==> config.mk <==
export PLATFORM = sky130hd
export DESIGN_NAME = ram_arbiter
export DESIGN_NICKNAME = d
export VERILOG_FILES = /design/src/rtl/ram_arb_pkg.sv /design/src/rtl/ram_arbiter_rr_arb2.sv /design/src/rtl/ram_arbiter.sv
export SDC_FILE = /design/constraint.sdc
export NUM_CORES = 1
export LEC_CHECK = 0
export CAP_MARGIN = 20
export CORE_MARGIN = 1.5
export CORE_UTILIZATION = 43
export CTS_CLUSTER_SIZE = 40
export DETAILED_ROUTE_END_ITERATION = 10
export PLACE_DENSITY = 0.85
export SLEW_MARGIN = 25
export SYNTH_ARGS = -nofsm -noshare
export SYNTH_HDL_FRONTEND = slang
export SYNTH_SLANG_ARGS = --single-unit
==> constraint.sdc <==
create_clock -name clk -period 3.8 [get_ports clk]
set_input_delay 0.76 -clock clk [delete_from_list [all_inputs] [get_ports clk]]
set_output_delay 0.76 -clock clk [all_outputs]
set_load 0.05 [all_outputs]
==> src/rtl/ram_arb_pkg.sv <==
// Shared types and defaults for the data-RAM arbiter and its round-robin picker.
package ram_arb_pkg;

   localparam int AW_DEF     = 10;
   localparam int DW_DEF     = 32;
   localparam int RD_LAT_DEF = 2;

   // Wide enough for a read-latency countdown up to 7 cycles
   localparam int CNT_W = 3;

   typedef enum logic [1:0] {
      IDLE  = 2'd0,
      ISSUE = 2'd1,
      WAIT  = 2'd2
   } state_t;

   typedef logic port_t;

endpackage

==> src/rtl/ram_arbiter_rr_arb2.sv <==
// Two-way round-robin picker: a lone requester wins outright; on a tie the
// port that did not win last time is chosen.
module rr_arb2
   import ram_arb_pkg::*;
(
   input  logic [1:0] req,
   input  logic       rr_last,
   output logic [1:0] gnt,
   output logic       winner
);

   port_t pick;

   always_comb begin
      pick = 1'b0;
      if (req == 2'b11) begin
         pick = ~rr_last;
      end else begin
         pick = req[1];
      end
      gnt = 2'b00;
      if (req != 2'b00) begin
         gnt[pick] = 1'b1;
      end
      winner = pick;
   end

endmodule

==> src/rtl/ram_arbiter.sv <==
// Arbitrates requester 0 (load/store) and requester 1 (loader/debug) onto the
// single-port data RAM, one transaction at a time, returning data with a done pulse.
//
//   state | meaning
//   IDLE  | no access in flight; grants (Mealy) and latches the winner's access
//   ISSUE | RAM sees the latched access for one cycle; writes finish here
//   WAIT  | read in flight; count down the RAM read latency, then capture data
module ram_arbiter
   import ram_arb_pkg::*;
#(
   parameter int AW     = AW_DEF,
   parameter int DW     = DW_DEF,
   parameter int RD_LAT = RD_LAT_DEF
) (
   input  logic          clk,
   input  logic          rst,
   input  logic          m0_req,
   input  logic          m0_we,
   input  logic [AW-1:0] m0_addr,
   input  logic [DW-1:0] m0_wdata,
   output logic          m0_gnt,
   output logic          m0_done,
   output logic [DW-1:0] m0_rdata,
   input  logic          m1_req,
   input  logic          m1_we,
   input  logic [AW-1:0] m1_addr,
   input  logic [DW-1:0] m1_wdata,
   output logic          m1_gnt,
   output logic          m1_done,
   output logic [DW-1:0] m1_rdata,
   output logic [AW-1:0] ram_addr,
   output logic [DW-1:0] ram_din,
   output logic          ram_we,
   input  logic [DW-1:0] ram_dout,
   output logic          busy
);

   state_t           state_q, state_d;
   logic [AW-1:0]    ram_addr_q, ram_addr_d;
   logic [DW-1:0]    ram_din_q, ram_din_d;
   logic             ram_we_q, ram_we_d;
   port_t            owner_q, owner_d;
   logic [CNT_W-1:0] cnt_q, cnt_d;
   logic             rr_last_q, rr_last_d;
   logic             m0_done_q, m0_done_d;
   logic             m1_done_q, m1_done_d;
   logic [DW-1:0]    m0_rdata_q, m0_rdata_d;
   logic [DW-1:0]    m1_rdata_q, m1_rdata_d;

   logic [1:0]       arb_gnt;
   logic             arb_winner;
   logic             grant_en;

   rr_arb2 u_rr_arb2 (
      .req     ({m1_req, m0_req}),
      .rr_last (rr_last_q),
      .gnt     (arb_gnt),
      .winner  (arb_winner)
   );

   // Grants only exist in IDLE and are suppressed while reset is asserted
   assign grant_en = rst && (state_q == IDLE);
   assign m0_gnt   = grant_en && arb_gnt[0];
   assign m1_gnt   = grant_en && arb_gnt[1];

   always_comb begin
      state_d    = state_q;
      ram_addr_d = ram_addr_q;
      ram_din_d  = ram_din_q;
      ram_we_d   = ram_we_q;
      owner_d    = owner_q;
      cnt_d      = cnt_q;
      rr_last_d  = rr_last_q;
      m0_done_d  = 1'b0;
      m1_done_d  = 1'b0;
      m0_rdata_d = m0_rdata_q;
      m1_rdata_d = m1_rdata_q;

      case (state_q)
         IDLE: begin
            ram_we_d = 1'b0;
            if (arb_gnt != 2'b00) begin
               owner_d   = arb_winner;
               rr_last_d = arb_winner;
               state_d   = ISSUE;
               if (arb_winner) begin
                  ram_addr_d = m1_addr;
                  ram_din_d  = m1_wdata;
                  ram_we_d   = m1_we;
               end else begin
                  ram_addr_d = m0_addr;
                  ram_din_d  = m0_wdata;
                  ram_we_d   = m0_we;
               end
            end
         end
         ISSUE: begin
            ram_we_d = 1'b0;
            if (ram_we_q) begin
               state_d = IDLE;
               if (owner_q) begin
                  m1_done_d = 1'b1;
               end else begin
                  m0_done_d = 1'b1;
               end
            end else begin
               cnt_d   = CNT_W'(RD_LAT - 1);
               state_d = WAIT;
            end
         end
         WAIT: begin
            if (cnt_q == '0) begin
               state_d = IDLE;
               if (owner_q) begin
                  m1_rdata_d = ram_dout;
                  m1_done_d  = 1'b1;
               end else begin
                  m0_rdata_d = ram_dout;
                  m0_done_d  = 1'b1;
               end
            end else begin
               cnt_d = cnt_q - 1'b1;
            end
         end
         default: begin
            state_d  = IDLE;
            ram_we_d = 1'b0;
         end
      endcase
   end

   always_ff @(posedge clk) begin
      if (!rst) begin
         state_q    <= IDLE;
         ram_addr_q <= '0;
         ram_din_q  <= '0;
         ram_we_q   <= 1'b0;
         owner_q    <= 1'b0;
         cnt_q      <= '0;
         rr_last_q  <= 1'b1;
         m0_done_q  <= 1'b0;
         m1_done_q  <= 1'b0;
         m0_rdata_q <= '0;
         m1_rdata_q <= '0;
      end else begin
         state_q    <= state_d;
         ram_addr_q <= ram_addr_d;
         ram_din_q  <= ram_din_d;
         ram_we_q   <= ram_we_d;
         owner_q    <= owner_d;
         cnt_q      <= cnt_d;
         rr_last_q  <= rr_last_d;
         m0_done_q  <= m0_done_d;
         m1_done_q  <= m1_done_d;
         m0_rdata_q <= m0_rdata_d;
         m1_rdata_q <= m1_rdata_d;
      end
   end

   assign ram_addr = ram_addr_q;
   assign ram_din  = ram_din_q;
   assign ram_we   = ram_we_q;
   assign m0_done  = m0_done_q;
   assign m1_done  = m1_done_q;
   assign m0_rdata = m0_rdata_q;
   assign m1_rdata = m1_rdata_q;
   assign busy     = (state_q != IDLE);

endmodule

==> parameters.txt, run 1 <==
Parameter                              Value

Run
  Max-Cap Viols    0

GRT
  Largest net degree at the start of global routing    64
  Number of antenna violations at the first check in global routing    0
  Global route total overflow    0
  Global-route usage over all layers    between 20% and 30%
  Wire length of the first global-routing pass    22.9 mm
  Via count of the first global-routing pass    between 4,000 and 5,000

Setup path
  Largest fanout on the critical path    7
  Reg-to-Reg End    ram_din[12]
  Class of the most critical setup path    reg2out
  Critical Path End Type    output port
  Reg-to-reg slack, setup    roughly 1.8 ns
  Startpoint of the worst setup timing path    state_q[0]
  Data required time of the worst path    between 3 and 4 ns
  Worst setup SP type    register
  Worst reg2reg startpoint    state_q[0]
  Capture point of the critical path    busy
  Number of cells traversed by the worst register-to-register path    6
  Data arrival, critical path    2.17 ns

Placed design
  GP Congestion    just over 0.8
  Dpl hpwl    slightly below 10 mm
  IO buf count    roughly 230

Final layout
  ANT cells    0
  Fraction of layout cells with a size suffix above 1    under 10%
  Layout Nets    around 920
  Count of fill cells added during filler insertion    791
  Relative area change from synthesis to final layout    61.0%

Timing
  Worst slew margin relative to its limit    around three fifths
  Highest clock frequency the design can meet    between 0.3 and 0.4 GHz
  Final critical-path share of the clock period    just under 80%
  Unrepaired setup endpoints after global routing    false
  Max Clock Skew    around 0.0068 ns
  Count of final hold-check violations    0
  Final setup violation count    0
  Total Negative Setup Slacks    0 ns
  Max Transition Viols Final    0
  Transition time at the pin with the least slew margin    ~0.61 ns
  Shortest period the worst path allows    2.93 ns

Power
  Internal power    around 0.0027 W
  Sw Pwr    between 0.001 and 0.0015 W
  Total chip power    0.00396 W
  Sequential cell fraction of total power    between 30% and 40%
  Switching power share of the total    a little under a third
  Combinational Power Share    25.5%
  Pwr per Cell Area    around 520 mW/mm^2
  Part of the total power dissipated in the clock network    39.9%
  Highest ir drop seen on vdd    0.000253 V
  Static leakage    between 2 and 3 nW

Yosys
  Yosys synthesis warning count    0
  Asr flop ratio synth    0%
  Post-synth top area cell    dfxtp_1
  Number of enable-type register cells in the synthesized netlist    0
  Mapped Area    roughly 0.0047 sq mm
  Flop and latch count out of synthesis    around 120
  Post-synthesis sequential area ratio    49.5%
  Area share of the leading cell type in the synthesized netlist    a little under 50%
  Net count of the mapped netlist    between 700 and 800
  Cell types with the highest counts after synthesis    175 x nand2_1, 128 x a21oi_1, 116 x dfxtp_1, 46 x o21ai_0, 17 x clkbuf_1
  Predominant post-synthesis flop cell    dfxtp_1
  Most frequently used cell type in the post-synthesis netlist    nand2_1
  Distinct cell type count after synthesis    35
  Most area-consuming cells after synthesis    dfxtp_1 50%, nand2_1 14%, a21oi_1 14%
  Post-synthesis area per instance    between 8 and 9 sq um
  Synthesized instance count    about 580

Detailed routing
  Residual antenna-violating net count after detailed routing    0
  # DRC    0
  Routed len/inst    15.5 um
  Drt total wl    about 15 mm
  Detailed Route Iter0 Violations    between 300 and 400
  Routed vias    between 4,000 and 5,000
  Total iterations of the first detailed-routing run    5
  Routed vias/inst    around 5.2

Die
  Number of cell rows    37
  Die width    about 110 um
  Die span in y    107 um
  Die ar.    approximately 0.012 sq mm
  Total core area    approximately 0.010 sq mm
  I/O pin count    roughly 230
  Initial cell density of the core    roughly 45%

Clock tree
  Setup bufs post-CTS    0
  Number of hold buffers added after CTS    0
  Total number of H-tree levels    4
  Post-cts resize count    0
  Clock root cell    clkbuf_8
  Later-pin clock latency in the skew report    between 0.4 and 0.5 ns
  Total clock sinks    between 100 and 150
  Inserted Clock Buffers    17
  Clock Tree Buf Depth    2
  Clk slew on worst S/H paths    approximately 0.05 ns
  CTS tree    yes

Outcome
  Run status    complete, no violations

Hold path
  Hold path start    m1_rdata[25]
  Class of the tightest hold or removal check    reg2reg
-- stage by stage --
stage	worst slack [ns]	cells	utilization (%)	hold slack, ns	cell area [sq um]
global route	0.766	941	72.2	0.480	7550
CTS	0.840	941	72.2	0.457	7550
finish	0.873	941	72.2	0.453	7550
global placement	0.940	909	66.4	0.441	6950
floorplan	0.575	579	-	0.447	4690
detailed placement	0.941	909	66.5	0.449	6950
-- how the worst min path moves through the flow --
| stage | end | slack [ns] | cells after the start |
|---|---|---|---|
| after floorplan | m0_done | 0.45 | 1 |
| after global placement | m1_rdata[30] | 0.44 | 2 |
| final | m1_rdata[25] | 0.45 | 2 |
| after CTS | m1_rdata[25] | 0.46 | 2 |
| after global routing | m0_rdata[11] | 0.48 | 2 |
| after detailed placement | m1_rdata[20] | 0.45 | 2 |
-- flip-flops by register name, indices dropped and copies added, names as in the netlist, 2 cells and up --
signal and cells:
m0_rdata 32, ram_din 32, m1_rdata 32, cnt_q 3
ram_addr 10, state_q 2
-- power by group through the flow --
stage                     Clock [W]  Combinational [W]  Sequential, W
after global placement            0           0.000984        0.00139
after CTS                   0.00161            0.00101        0.00137
after global routing        0.00167            0.00107        0.00138
after floorplan                   0           0.000331        0.00169
final                       0.00158            0.00101        0.00137
after detailed placement          0            0.00101        0.00139
-- critical path: stages, from the launching register on --
cell and delay, ns:
dfxtp_1 0.35, inv_1 0.08, ha_1 0.32, inv_1 0.11, clkdlybuf4s50_1 0.81
-- cell type report --
cell class	count	area [sq um]	share of cell area, %
Sequential cell	116	2320	30.7
Timing Repair Buffer	241	2410	31.9
Inverter	9	33.8	0.447
Multi-Input combinational cell	407	2020	26.8
Clock buffer	19	442	5.85
Clock inverter	13	158	2.09
Tap cell	136	170	2.25
-- placed cells by master (no fill, tap or decap), drive strengths merged, types with 2 or more instances in the layout --
cell and count:
dfxtp 116, clkbuf 19, clkinvlp 4, a221oi 2
nand2 175, nand3 3, buf 11, a21boi 14
clkinv 6, nor3 2, a21oi 139, and3 2
nor2 4, o21ai 47, mux2 2, ha 5
clkdlybuf4s50 230, bufinv 3, o32ai 2, nand3b 2
inv 9
-- metal layers --
metal,share of wire (%),global-route usage (%),vias to the layer above
li1,-,-,2366
met1,39,28.6,2271
met2,50,43.8,233
met3,8.6,8.23,20
met4,1.8,9.87,0
met5,0,0,-
-- logic make-up (layout without fill, tap and decap cells) --
family / after synthesis / after routing / share of synthesized area, %
DFF: 116 / 116 / 49.5
AOI/OAI and AO/OA: 209 / 209 / 25.2
buffers and inverters: 56 / 282 / 7.47
muxes: 3 / 3 / 0.693
adders and majority gates: 5 / 5 / 1.33
and+or+nand+nor: 190 / 190 / 15.8
Power figures use the tool's default switching activity.
==> run 2, diff against run 1 <==
--- a/config.mk
+++ b/config.mk
@@ -7,10 +7,10 @@
 export LEC_CHECK = 0
 export CAP_MARGIN = 20
 export CORE_MARGIN = 1.5
-export CORE_UTILIZATION = 43
+export CORE_UTILIZATION = 40
 export CTS_CLUSTER_SIZE = 40
 export DETAILED_ROUTE_END_ITERATION = 10
-export PLACE_DENSITY = 0.85
+export PLACE_DENSITY = 0.8
 export SLEW_MARGIN = 25
 export SYNTH_ARGS = -nofsm -noshare
 export SYNTH_HDL_FRONTEND = slang
==> constraint.sdc (replaced) <==
create_clock -name clk -period 2.9 [get_ports clk]
set_input_delay 0.58 -clock clk [delete_from_list [all_inputs] [get_ports clk]]
set_output_delay 0.58 -clock clk [all_outputs]
set_load 0.05 [all_outputs]
==> run 2 against run 1 <==
Net effect: combinational power up 32%; final area fell by 0.65%; critical endpoint unchanged; count of clock-buffer cells in the layout increased by 5; sequential share of layout area grew 0.20 points; non-clock buffer count grew 2; highest routed layer unchanged; utilization shrank 6.5 points; clock power grew 18%.
==> parameters.txt, run 2 (synthesis results as in run 1) <==
Parameter                              Value

Placed design
  Worst Setup Slack post-DPL    0.376 ns (was 0.941 ns)
  Dpl hpwl    9.97 mm (was 9.94 mm)
  GP Congestion    0.807 (was 0.832)
  IO buf count    233 (unchanged)

GRT
  Largest net degree at the start of global routing    64 (unchanged)
  Number of antenna violations at the first check in global routing    1 (was 0)
  Global-route usage over all layers    23.2% (was 25.2%)
  Global route total overflow    0 (unchanged)
  Met2 layer usage reported by global route    40.9% (was 43.8%)
  Met3 routing resource usage after global routing    8.26% (was 8.23%)
  Layer with the highest usage after global routing    met2 (unchanged)
  Via count of the first global-routing pass    4,877 (was 4,816)
  Wire length of the first global-routing pass    23.2 mm (was 22.9 mm)
  Met1 Use GR    24.9% (was 28.6%)

Detailed routing
  Drt total wl    14.6 mm (about the same)
  # DRC    0 (unchanged)
  Total iterations of the first detailed-routing run    5 (unchanged)
  Residual antenna-violating net count after detailed routing    0 (unchanged)
  Routed vias/inst    5.13 (was 5.20)
  Routed vias    4,872 (was 4,890)
  Detailed Route Iter0 Violations    247 (was 374)
  Routed len/inst    15.4 um (was 15.5 um)

Timing
  Final critical-path share of the clock period    slightly above 90%
  Crit path setup slack, layout    0.214 ns (was 0.873 ns)
  Total Negative Setup Slacks    0 ns (unchanged)
  Unrepaired setup endpoints after global routing    false (unchanged)
  Highest clock frequency the design can meet    approximately 0.37 GHz
  Max Clock Skew    0.00765 ns (was 0.00685 ns)
  Worst slew margin relative to its limit    61.6% (was 59.4%)
  Count of final hold-check violations    0 (unchanged)
  Shortest period the worst path allows    about 2.7 ns
  Max Transition Viols Final    0 (unchanged)
  Transition time at the pin with the least slew margin    0.576 ns (was 0.609 ns)
  Final setup violation count    0 (unchanged)

Clock tree
  Clock Tree Buf Depth    2 (unchanged)
  Total number of H-tree levels    4 (unchanged)
  Clk slew on worst S/H paths    0.05 ns (about the same)
  Clock root cell    clkbuf_16 (was clkbuf_8)
  Total clock sinks    116 (unchanged)
  Inserted Clock Buffers    17 (unchanged)
  Number of hold buffers added after CTS    0 (unchanged)
  CTS tree    yes (unchanged)
  Setup bufs post-CTS    0 (unchanged)
  Later-pin clock latency in the skew report    0.40 ns (was 0.49 ns)
  Post-cts resize count    0 (unchanged)

Outcome
  Run status    complete, no violations (unchanged)

Final layout
  Layout Nets    921 (was 919)
  Leading cell type in the layout, fill and taps excluded    clkdlybuf4s50_1 (unchanged)
  Multi-input gate area    0.00202 sq mm (about the same)
  Top library cells by usage in the layout, fill and taps aside    230 x clkdlybuf4s50_1, 175 x nand2_1, 128 x a21oi_1 (unchanged)
  Count of fill cells added during filler insertion    945 (was 791)
  Fraction of layout cells with a size suffix above 1    6.96% (was 7.83%)
  Relative area change from synthesis to final layout    60.0% (was 61.0%)
  Register cell area after layout    0.00232 sq mm (unchanged)
  Core occupancy in the finished layout    65.7% (was 72.2%)

Power
  Switching power share of the total    31.2% (about the same)
  Part of the total power dissipated in the clock network    37.4% (was 39.9%)
  Pwr per Cell Area    664 mW/mm^2 (was 524 mW/mm^2)
  Sw Pwr    0.00156 W (was 0.00124 W)
  Sequential cell fraction of total power    36.0% (was 34.6%)
  Internal power    0.00342 W (was 0.00272 W)
  Highest ir drop seen on vdd    0.000428 V (was 0.000253 V)
  Combinational Power Share    26.6% (was 25.5%)
  Static leakage    2.74 nW (was 2.76 nW)

Setup path
  Reg-to-Reg End    m1_rdata[7] (was ram_din[12])
  Largest fanout on the critical path    7 (unchanged)
  Capture point of the critical path    busy (unchanged)
  Critical Path End Type    output port (unchanged)
  Worst setup SP type    register (unchanged)
  Number of cells traversed by the worst register-to-register path    7 (was 6)
  Worst reg2reg startpoint    cnt_q[0] (was state_q[0])
  Reg-to-reg slack, setup    1.10 ns (was 1.84 ns)
  Startpoint of the worst setup timing path    state_q[0] (unchanged)
  Data required time of the worst path    2.32 ns (was 3.04 ns)
  Class of the most critical setup path    reg2out (unchanged)
  Data arrival, critical path    2.11 ns (was 2.17 ns)

Die
  Initial cell density of the core    41.1% (was 44.8%)
  I/O pin count    234 (unchanged)
  Total core area    0.0114 sq mm (was 0.0105 sq mm)
  Die width    111 um (was 107 um)
  Die span in y    111 um (was 107 um)
  Die ar.    0.0124 sq mm (was 0.0115 sq mm)
  Number of cell rows    39 (was 37)

Hold path
  Class of the tightest hold or removal check    reg2reg (unchanged)

Run
  Max-Cap Viols    0 (unchanged)
==> run 2: through the flow <==
step                      hold WS, ns  total power, W  instance area, sq um  instances
after floorplan                 0.447         0.00265                  4690        579
after global placement          0.442         0.00311                  6980        918
after detailed placement        0.448         0.00314                  6980        918
after CTS                       0.455         0.00503                  7500        948
after global routing            0.474         0.00518                  7500        949
final                           0.452         0.00498                  7500        949
==> run 2: how the worst min path moves through the flow <==
stage / cells after the start / to / startpoint
floorplan: 1 / m0_done / owner_q
global placement: 2 / m0_rdata[2] / m0_rdata[2]
detailed placement: 2 / m1_rdata[20] / m1_rdata[20]
CTS: 2 / m1_rdata[20] / m1_rdata[20]
global route: 2 / m0_rdata[5] / m0_rdata[5]
finish: 2 / m0_rdata[11] / m0_rdata[11]
==> run 2: power by group through the flow <==
stage	registers, W	clock network [W]	logic (W)
floorplan	0.00222	0	0.000433
global placement	0.00181	0	0.00130
detailed placement	0.00182	0	0.00132
CTS	0.00179	0.00191	0.00133
global route	0.00181	0.00197	0.00141
finish	0.00179	0.00186	0.00133
==> run 2: cell type report <==
cell class              count  area share, %
clock buffers              24           6.29
inverters                   9          0.450
clock inverters             6          0.734
flip-flops and latches    116           30.9
diodes                      1         0.0333
well taps                 143           2.38
multi-input cells         407           26.9
repair buffers            243           32.3
==> run 2: critical path, cell delays in order, from the launching register on <==
cell	delay [ns]
dfxtp_1	0.37
inv_1	0.08
ha_1	0.31
inv_1	0.11
clkdlybuf4s50_1	0.83
==> run 2: metal layers <==
metal	routed length, um	share of wire [%]
met5	0	0
met4	258	1.8
met3	1160	7.9
met2	7420	51
met1	5750	39
